--- src/rtl/ll_pkg.sv ---
// Shared types and helpers for the LL/SC reservation tracker.
package ll_pkg;

    // Widest context select and address the helpers below are sized for.
    localparam int MAX_CTX_W  = 3;
    localparam int MAX_ADDR_W = 64;

    // One request from writeback (LL, SC or invalidating store).
    typedef struct packed {
        logic                  valid;
        logic [MAX_CTX_W-1:0]  ctx;
        logic [MAX_ADDR_W-1:0] addr;
    } ll_req_t;

    // Width of a context select: at least one bit even for a single context.
    function automatic int ctx_width(input int n);
        if (n <= 2) begin
            return 1;
        end else begin
            return $clog2(n);
        end
    endfunction

    // Width of the age counter: must hold TIMEOUT-1, at least one bit.
    function automatic int age_width(input int t);
        if (t <= 1) begin
            return 1;
        end else begin
            return $clog2(t);
        end
    endfunction

    // Two addresses fall in the same reservation granule.
    function automatic logic gran_eq(input logic [MAX_ADDR_W-1:0] a,
                                     input logic [MAX_ADDR_W-1:0] b,
                                     input int unsigned           lsb);
        return ((a >> lsb) == (b >> lsb));
    endfunction

    // Request targets context c.
    function automatic logic req_hits(input ll_req_t req, input int unsigned c);
        return req.valid && (req.ctx == MAX_CTX_W'(c));
    endfunction

    // Request comes from a legal context other than c.
    function automatic logic req_other(input ll_req_t     req,
                                       input int unsigned c,
                                       input int unsigned n);
        return req.valid && (req.ctx < MAX_CTX_W'(n)) && (req.ctx != MAX_CTX_W'(c));
    endfunction

endpackage

--- src/rtl/ll_entry.sv ---
// One context's reservation: valid bit, granule address and age counter.
module ll_entry
    import ll_pkg::*;
#(
    parameter int ADDR_W   = 32,
    parameter int GRAN_LSB = 2,
    parameter int TIMEOUT  = 255
) (
    input  logic              clk,
    input  logic              rst_n,
    input  logic              flush,
    input  logic              ll_set,
    input  logic [ADDR_W-1:0] ll_addr,
    input  logic              sc_sel,
    input  logic [ADDR_W-1:0] sc_addr,
    input  logic              inv_sel,
    input  logic [ADDR_W-1:0] inv_addr,
    output logic              valid,
    output logic [ADDR_W-1:0] lladdr,
    output logic              sc_ok
);

    localparam int                 AGE_W     = age_width(TIMEOUT);
    localparam bit                 EXP_EN    = (TIMEOUT > 0);
    localparam logic [AGE_W-1:0]   AGE_LAST  = AGE_W'((TIMEOUT > 0) ? (TIMEOUT - 1) : 0);
    localparam logic [AGE_W-1:0]   AGE_MAX   = '1;
    localparam logic [ADDR_W-1:0]  GRAN_MASK = ~((ADDR_W'(1) << GRAN_LSB) - ADDR_W'(1));

    logic              valid_r;
    logic [ADDR_W-1:0] addr_r;
    logic [AGE_W-1:0]  age_r;
    logic              inv_hit_s;
    logic              sc_match_s;
    logic              expire_s;

    // Granule compares, expiry detect and SC verdict on pre-edge state.
    always_comb begin
        inv_hit_s  = inv_sel && gran_eq(MAX_ADDR_W'(inv_addr), MAX_ADDR_W'(addr_r), GRAN_LSB);
        sc_match_s = gran_eq(MAX_ADDR_W'(sc_addr), MAX_ADDR_W'(addr_r), GRAN_LSB);
        expire_s   = EXP_EN && (age_r == AGE_LAST);
        // Flush and a foreign store to our granule both kill the SC this cycle.
        sc_ok      = valid_r && sc_match_s && !flush && !inv_hit_s;
    end

    // Reservation state: flush > LL > SC > invalidate > expiry/ageing.
    always_ff @(posedge clk or negedge rst_n) begin
        if (!rst_n) begin
            valid_r <= 1'b0;
            addr_r  <= '0;
            age_r   <= '0;
        end else if (flush) begin
            valid_r <= 1'b0;
        end else if (ll_set) begin
            valid_r <= 1'b1;
            addr_r  <= ll_addr & GRAN_MASK;
            age_r   <= '0;
        end else if (sc_sel) begin
            valid_r <= 1'b0;
        end else if (inv_hit_s) begin
            valid_r <= 1'b0;
        end else if (valid_r) begin
            if (expire_s) begin
                valid_r <= 1'b0;
            end else if (age_r != AGE_MAX) begin
                age_r <= age_r + AGE_W'(1);
            end else begin
                age_r <= age_r;
            end
        end else begin
            valid_r <= valid_r;
        end
    end

    assign valid  = valid_r;
    assign lladdr = addr_r;

endmodule

--- src/rtl/ll_reserve.sv ---
// Load-linked / store-conditional reservation tracker for NUM_CTX contexts.
module ll_reserve
    import ll_pkg::*;
#(
    parameter  int NUM_CTX  = 2,
    parameter  int ADDR_W   = 32,
    parameter  int GRAN_LSB = 2,
    parameter  int TIMEOUT  = 255,
    localparam int CTX_W    = ctx_width(NUM_CTX)
) (
    input  logic               clk,
    input  logic               rst_n,
    input  logic [NUM_CTX-1:0] flush_i,
    input  logic               ll_valid_i,
    input  logic [CTX_W-1:0]   ll_ctx_i,
    input  logic [ADDR_W-1:0]  ll_addr_i,
    input  logic               sc_valid_i,
    input  logic [CTX_W-1:0]   sc_ctx_i,
    input  logic [ADDR_W-1:0]  sc_addr_i,
    input  logic               inv_valid_i,
    input  logic [CTX_W-1:0]   inv_ctx_i,
    input  logic [ADDR_W-1:0]  inv_addr_i,
    input  logic [CTX_W-1:0]   rd_ctx_i,
    output logic               sc_done_o,
    output logic               sc_ok_o,
    output logic [NUM_CTX-1:0] llbit_o,
    output logic               rd_llbit_o,
    output logic [ADDR_W-1:0]  rd_lladdr_o
);

    ll_req_t            ll_req_s;
    ll_req_t            sc_req_s;
    ll_req_t            inv_req_s;
    logic [NUM_CTX-1:0] ll_sel_s;
    logic [NUM_CTX-1:0] sc_sel_s;
    logic [NUM_CTX-1:0] inv_sel_s;
    logic [NUM_CTX-1:0] valid_s;
    logic [NUM_CTX-1:0] ok_s;
    logic [ADDR_W-1:0]  lladdr_s [NUM_CTX];
    logic               sc_done_r;
    logic               sc_ok_r;

    assign ll_req_s  = '{valid: ll_valid_i,  ctx: MAX_CTX_W'(ll_ctx_i),  addr: MAX_ADDR_W'(ll_addr_i)};
    assign sc_req_s  = '{valid: sc_valid_i,  ctx: MAX_CTX_W'(sc_ctx_i),  addr: MAX_ADDR_W'(sc_addr_i)};
    assign inv_req_s = '{valid: inv_valid_i, ctx: MAX_CTX_W'(inv_ctx_i), addr: MAX_ADDR_W'(inv_addr_i)};

    // Out-of-range ctx values match no entry, so they change no state.
    for (genvar c = 0; c < NUM_CTX; c++) begin : g_ctx
        assign ll_sel_s[c]  = req_hits(ll_req_s, c);
        assign sc_sel_s[c]  = req_hits(sc_req_s, c);
        assign inv_sel_s[c] = req_other(inv_req_s, c, NUM_CTX);

        ll_entry #(
            .ADDR_W   (ADDR_W),
            .GRAN_LSB (GRAN_LSB),
            .TIMEOUT  (TIMEOUT)
        ) u_entry (
            .clk      (clk),
            .rst_n    (rst_n),
            .flush    (flush_i[c]),
            .ll_set   (ll_sel_s[c]),
            .ll_addr  (ll_addr_i),
            .sc_sel   (sc_sel_s[c]),
            .sc_addr  (sc_addr_i),
            .inv_sel  (inv_sel_s[c]),
            .inv_addr (inv_addr_i),
            .valid    (valid_s[c]),
            .lladdr   (lladdr_s[c]),
            .sc_ok    (ok_s[c])
        );
    end

    // SC result register: one-cycle done pulse, fails for illegal contexts.
    always_ff @(posedge clk or negedge rst_n) begin
        if (!rst_n) begin
            sc_done_r <= 1'b0;
            sc_ok_r   <= 1'b0;
        end else begin
            sc_done_r <= sc_valid_i;
            sc_ok_r   <= sc_valid_i && (|(sc_sel_s & ok_s));
        end
    end

    // CP0 read view of the selected context; zero for an illegal select.
    always_comb begin
        rd_llbit_o  = 1'b0;
        rd_lladdr_o = '0;
        for (int c = 0; c < NUM_CTX; c++) begin
            if (rd_ctx_i == CTX_W'(c)) begin
                rd_llbit_o  = valid_s[c];
                rd_lladdr_o = lladdr_s[c];
            end else begin
                rd_llbit_o  = rd_llbit_o;
            end
        end
    end

    assign sc_done_o = sc_done_r;
    assign sc_ok_o   = sc_ok_r;
    assign llbit_o   = valid_s;

endmodule

--- config.mk ---
export PLATFORM = sky130hd
export DESIGN_NAME = ll_reserve
export DESIGN_NICKNAME = d
export VERILOG_FILES = /design/src/rtl/ll_pkg.sv /design/src/rtl/ll_entry.sv /design/src/rtl/ll_reserve.sv
export SDC_FILE = /design/constraint.sdc
export NUM_CORES = 1
export LEC_CHECK = 0
export ABC_CLOCK_PERIOD_IN_PS = 6150
export BUFFER_PORTS_ARGS = -buffer_cell sky130_fd_sc_hd__buf_2
export CAP_MARGIN = 30
export CORE_UTILIZATION = 58
export DETAILED_ROUTE_END_ITERATION = 12
export GPL_ROUTABILITY_DRIVEN = 0
export PLACE_DENSITY = 0.93
export SETUP_SLACK_MARGIN = 0.2
export SLEW_MARGIN = 30
export SYNTH_ARGS = -nofsm -noshare
export SYNTH_HDL_FRONTEND = slang
export SYNTH_HIERARCHICAL = 1
export SYNTH_SLANG_ARGS = --single-unit
--- constraint.sdc ---
create_clock -name clk -period 6.15 [get_ports clk]
set_input_delay 0.3075 -clock clk [delete_from_list [all_inputs] [get_ports clk]]
set_output_delay 0.3075 -clock clk [all_outputs]
set_load 0.005 [all_outputs]
# Yosys cells after proc, flatten, opt, wreduce, memory -nomap -nowiden
# Index checks and enable logic that the tools add are counted.
[word_totals]
inputBits = 107
output_inout_bits = 37
ff_bits = 80
wordCells = 86
[classes]
reduce_logical = 31
eq_ne = 14
mux = 26
order_cmp = 1
bitwise_logic = 4
add_sub_neg = 2
[op_table]
columns = ["op", "count"]
rows = [
  ["$eq 30x30->1", 4],
  ["$mux 8", 12],
  ["$mux 32", 1],
  ["$add 8x1->8 const B", 2],
  ["$eq 8x8->1 const B", 2],
  ["$logic_and 1x1->1", 16],
  ["$ne 8x8->1 const B", 2],
  ["$mux 1", 13],
  ["$ne 2x1->1 const B", 6],
  ["$reduce_and 6->1", 2],
  ["$reduce_bool 2->1", 4],
  ["$logic_not 3->1", 2],
  ["$logic_not 1->1", 4],
  ["$reduce_and 2->1", 2],
  ["$not 1->1", 3],
  ["$and 2x2->2", 1],
  ["$lt 1x2->1 const B", 1],
  ["$reduce_or 2->1", 1],
]

# Longest topological paths before layout
[depth]
depth_word = 9
depth_mapped = 7
depth_no_buf = 7

# Cells and area by module
# The synthesis kept the hierarchy.
[modules_own_cells]
columns = ["module", "n_inst", "area_per_inst_um2", "seq_area_each_um2", "cells_per_inst"]
rows = [
  ["ll_entry", 2, 2436.1, 975.9, 223],
  ["ll_reserve", 1, 659.4, 50.0, 47],
]

# Worst setup path after synthesis
# No wires, ideal clock.
[synth_timing]
path_type = "register to register"
startpoint = "register g_ctx[0].u_entry.addr_r[22]"
endpoint = "register g_ctx[0].u_entry.age_r[0]"
period_less_slack_ps = 1989
setup_time_ps = 101
path_buffers = 0
path_slack_ps = 4161
required_time_ps = 6049
path_stages_with_launch = 7
t_arrival_ps = 1889
path_cell_list = "dfrtp_1 -> xor2_1 -> nor4_1 -> nand4_1 -> or4_4 -> and2_4 -> o311ai_2"
[synth_via]
elab_chain_len = 4
[synth_rtl]
columns = ["element", "line_no", "rtl"]
rows = [
  ["start, declared", "ll_entry.sv:30", "logic [ADDR_W-1:0] addr_r;"],
  ["start signal, assigned", "ll_entry.sv:55", "addr_r <= ll_addr & GRAN_MASK;"],
  ["$eq 30x30->1", "ll_pkg.sv:37", "return ((a >> lsb) == (b >> lsb));"],
  ["$logic_and 1x1->1", "ll_entry.sv:38", "inv_hit_s = inv_sel && gran_eq(MAX_ADDR_W'(inv_addr), MAX_ADDR_W'(addr_r), GRAN_LSB);"],
  ["$ne 2x1->1 (no source line)", "--", ""],
  ["$reduce_and 6->1 (no source line)", "--", ""],
  ["end signal, assigned", "ll_entry.sv:65", "age_r <= age_r + AGE_W'(1);"],
  ["end signal, assigned", "ll_entry.sv:67", "age_r <= age_r;"],
  ["end, declared", "ll_entry.sv:31", "logic [AGE_W-1:0] age_r;"],
]
# No other way between the ends.
# A chain may end at the register's enable or synchronous reset.

# Final worst setup path
[layout_timing]
startpoint = "register g_ctx[0].u_entry.addr_r[28]"
endpoint = "register g_ctx[0].u_entry.age_r[3]"
# The elaborated chain is that of the path after synthesis.

==> key figures <==
Clocking
  • Maximum clock path buffer count: 2
  • Hold_buf cts: 0
  • Clk Latency, worst-skew pair: 0.36 ns
  • Clk sinks: 80
  • TritonCTS clock tree: yes
  • CTS resizes: 0
  • CTS Buf Count: 9
  • Setup bufs post-CTS: 0
  • H-tree depth: 3
  • Root buf cell: clkbuf_8
  • Clk slew on worst S/H paths: 0.08 ns

Placed design
  • DP HPWL: 11520 microns
  • Area after DPL: 6270 sq um
  • # port buffers: 135

Power and ir drop
  • Pint: 1218 uW
  • Power Density: 286.4 nW/um^2
  • Combinational cell fraction of total power: 33.5%
  • VDD IR max: 0.1713 mV
  • Sw Share: 34.60%
  • Clock power frac: 24.4%
  • Sequential power share: 42.1%
  • NetSw: 644.3 uW
  • Leakage power: 0.002829 uW

Yosys
  • Post-synth EDFFs: 0
  • Unique cell type count in the Yosys netlist: 41
  • Seq/Total Area, Yosys: 36.19%
  • Ys flop type: dfrtp_1
  • Asr flop ratio synth: 100.0%
  • Synthesized flop and latch total: 80
  • Syn. warnings: 6
  • Post-Synthesis Cells: 493
  • Cell Area, Synth: 5532 sq um
  • Mapped Avg Cell Area: 11.22 sq um

GRT
  • Tot GR Track Use: 33.47%
  • Gr ovfl total: 0
  • Antenna violations before repair: 0
  • First-pass GRT wire length: 24960 microns
  • Largest net degree at the start of global routing: 81
  • Vias in the first global route: 4740

Final layout
  • ANT cells: 0
  • FILL cells: 634
  • Share of post-route cells with drive strength above 1: 40.95%
  • Area growth syn-to-layout: 17.53%
  • Nets: 737
  • Register area: 2002 sq um
  • Multi-input combinational cell area: 3373 sq um
  • Finished Cell Area: 6501 sq um

Detailed routing
  • Vias per inst: 6.181
  • Initial DRC count: 399
  • WL/cell: 21.55 microns
  • Residual DRC count: 0
  • DRT antenna net count: 0
  • Iteration count of the initial detailed-routing pass: 5
  • DRT Wirelength: 16360 microns
  • DR vias: 4691

Run
  • Total of max-cap violations: 0

STA
  • Final min period: 2.636 ns
  • RSZ-0062 raised after global routing: false
  • Min Hold Slack: -0.02693 ns
  • Max-slew headroom: 49.25%
  • Worst slew pin tran: 0.7613 ns
  • Hold Vio Cnt, Final: 12
  • Final Setup Violations: 0
  • Worst-case clock skew: 0.007336 ns
  • Fmax: 0.3794 GHz
  • Final period util: 42.86%
  • Final Max Slew Viols: 0
  • Setup total negative slack: 0 ns

Setup path
  • CP Launch Type: flip-flop
  • CP startpoint: g_ctx[0].u_entry/lladdr[28]
  • Critical Path End Type: flip-flop
  • Required @ worst endpoint: 6.37 ns
  • Crit Path Class: reg2reg
  • R2R depth: 6
  • Reg-to-Reg Start: g_ctx[0].u_entry/lladdr[28]
  • Internal reg-to-reg setup slack: 3.51 ns
  • Reg2reg end: g_ctx[0].u_entry/age_r[3]
  • Crit path max fanout: 6
  • CP arrival: 2.86 ns

Die
  • Core footprint: 9240 sq um
  • Die ar.: 9932 sq um
  • # IOs: 144
  • Die W: 99.66 microns
  • Die Span Y: 99.66 microns
  • Initial Utilization: 59.86%
  • # rows: 35

Run status
  • Outcome: finished with violations
  • Failing checks: hold timing

Hold path
  • Hold/Removal Path Class: in2async
## metrics by stage
step                      setup slack (ns)  cells  total power (uW)  utilization [%]
after global placement               3.655    744              1338            67.83
after global routing                 3.443    759              1941            70.36
after floorplan                      4.161    495              1166                -
final                                3.514    759              1862            70.36
after detailed placement             3.571    744              1382            67.85
after CTS                            3.657    759              1849            70.32
## worst max-delay path, cell delays in order, from the launching register on
cell and delay [ns]:
dfrtp_1 0.45, xor2_1 0.19, nor4_1 0.48, nand4_1 0.34, nor4_2 0.47, nor4b_1 0.17, a311o_1 0.40
## sequential cells by signal, summed over array words and instances (netlist names)
register	flops
g_ctx.u_entry/lladdr	60
g_ctx.u_entry/age_r	16
g_ctx.u_entry/valid	2
sc_done_o	1
sc_ok_o	1
## power by group through the flow
stage | combinational (uW) | sequential (uW) | clock (uW)
2_1_floorplan | 421 | 745 | 0
3_3_place_gp | 568 | 770 | 0
3_5_place_dp | 597 | 785 | 0
4_1_cts | 616 | 778 | 455
5_1_grt | 667 | 798 | 477
6_report | 624 | 783 | 455
## worst max-delay path by stage
stage                                             end  slack [ns]  cells after the start
final                       g_ctx[0].u_entry/age_r[3]        3.51                      6
after global routing        g_ctx[0].u_entry/age_r[3]        3.44                      6
after CTS                   g_ctx[0].u_entry/age_r[2]        3.66                      6
after detailed placement  g_ctx[1].u_entry/lladdr[27]        3.57                      6
after global placement    g_ctx[1].u_entry/lladdr[11]        3.66                      6
after floorplan             g_ctx[0].u_entry/age_r[0]        4.16                      6
## Yosys cell counts (6+ instances only)
library cell | n | area share, %
inv_1 | 8 | 0.54
xor2_1 | 62 | 9.8
mux2_4 | 30 | 8.1
nor4_1 | 18 | 2.0
xnor2_1 | 58 | 9.2
dfrtp_1 | 80 | 36
nand4_1 | 20 | 2.3
nand2_1 | 12 | 0.81
mux2_2 | 63 | 13
clkbuf_1 | 10 | 0.68
nand3_1 | 16 | 1.4
or3_1 | 10 | 1.1
nor2_1 | 8 | 0.54
nor3_1 | 6 | 0.54
o21ai_0 | 10 | 0.90
nor2b_1 | 16 | 1.8
a22oi_1 | 6 | 0.81
## layout make-up
cell class                      count  area share (%)
Clock inverter                      4           1.174
Timing Repair Buffer              138           10.87
Multi-Input combinational cell    389           51.89
Tap cell                          129           2.483
Sequential cell                    80           30.79
Clock buffer                       11           2.329
Inverter                            8          0.4619
## layer usage
metal / share of wire, % / GRT usage, %
met1: 37 / 39.04
met5: 0.20 / 2.564
met3: 8.0 / 7.519
met2: 50 / 56.29
met4: 4.7 / 19.57
## kinds of logic after synthesis
kind of cell / Yosys count / synth area share [%]
AO/OA/AOI/OAI: 36 / 5.203
XOR/XNOR: 120 / 19.00
adder cells (fa/ha/maj): 4 / 0.9048
buffers and inverters: 26 / 3.054
flip-flops: 80 / 36.19
multiplexers: 96 / 21.51
other: 2 / 0.1358
AND/OR/NAND/NOR: 129 / 14.00
## placed cells by master, fill, tap and decap left out, drive strengths merged, types with 10 or more instances in the layout
master and instances:
xor2 62, or3 10, o21ai 10, nand4 20
nor2b 16, buf 138, mux2 93, nand3 16
dfrtp 80, nor4 20, xnor2 58, clkbuf 11
nand2 12
No activity file was read; power rests on OpenSTA's default activity.
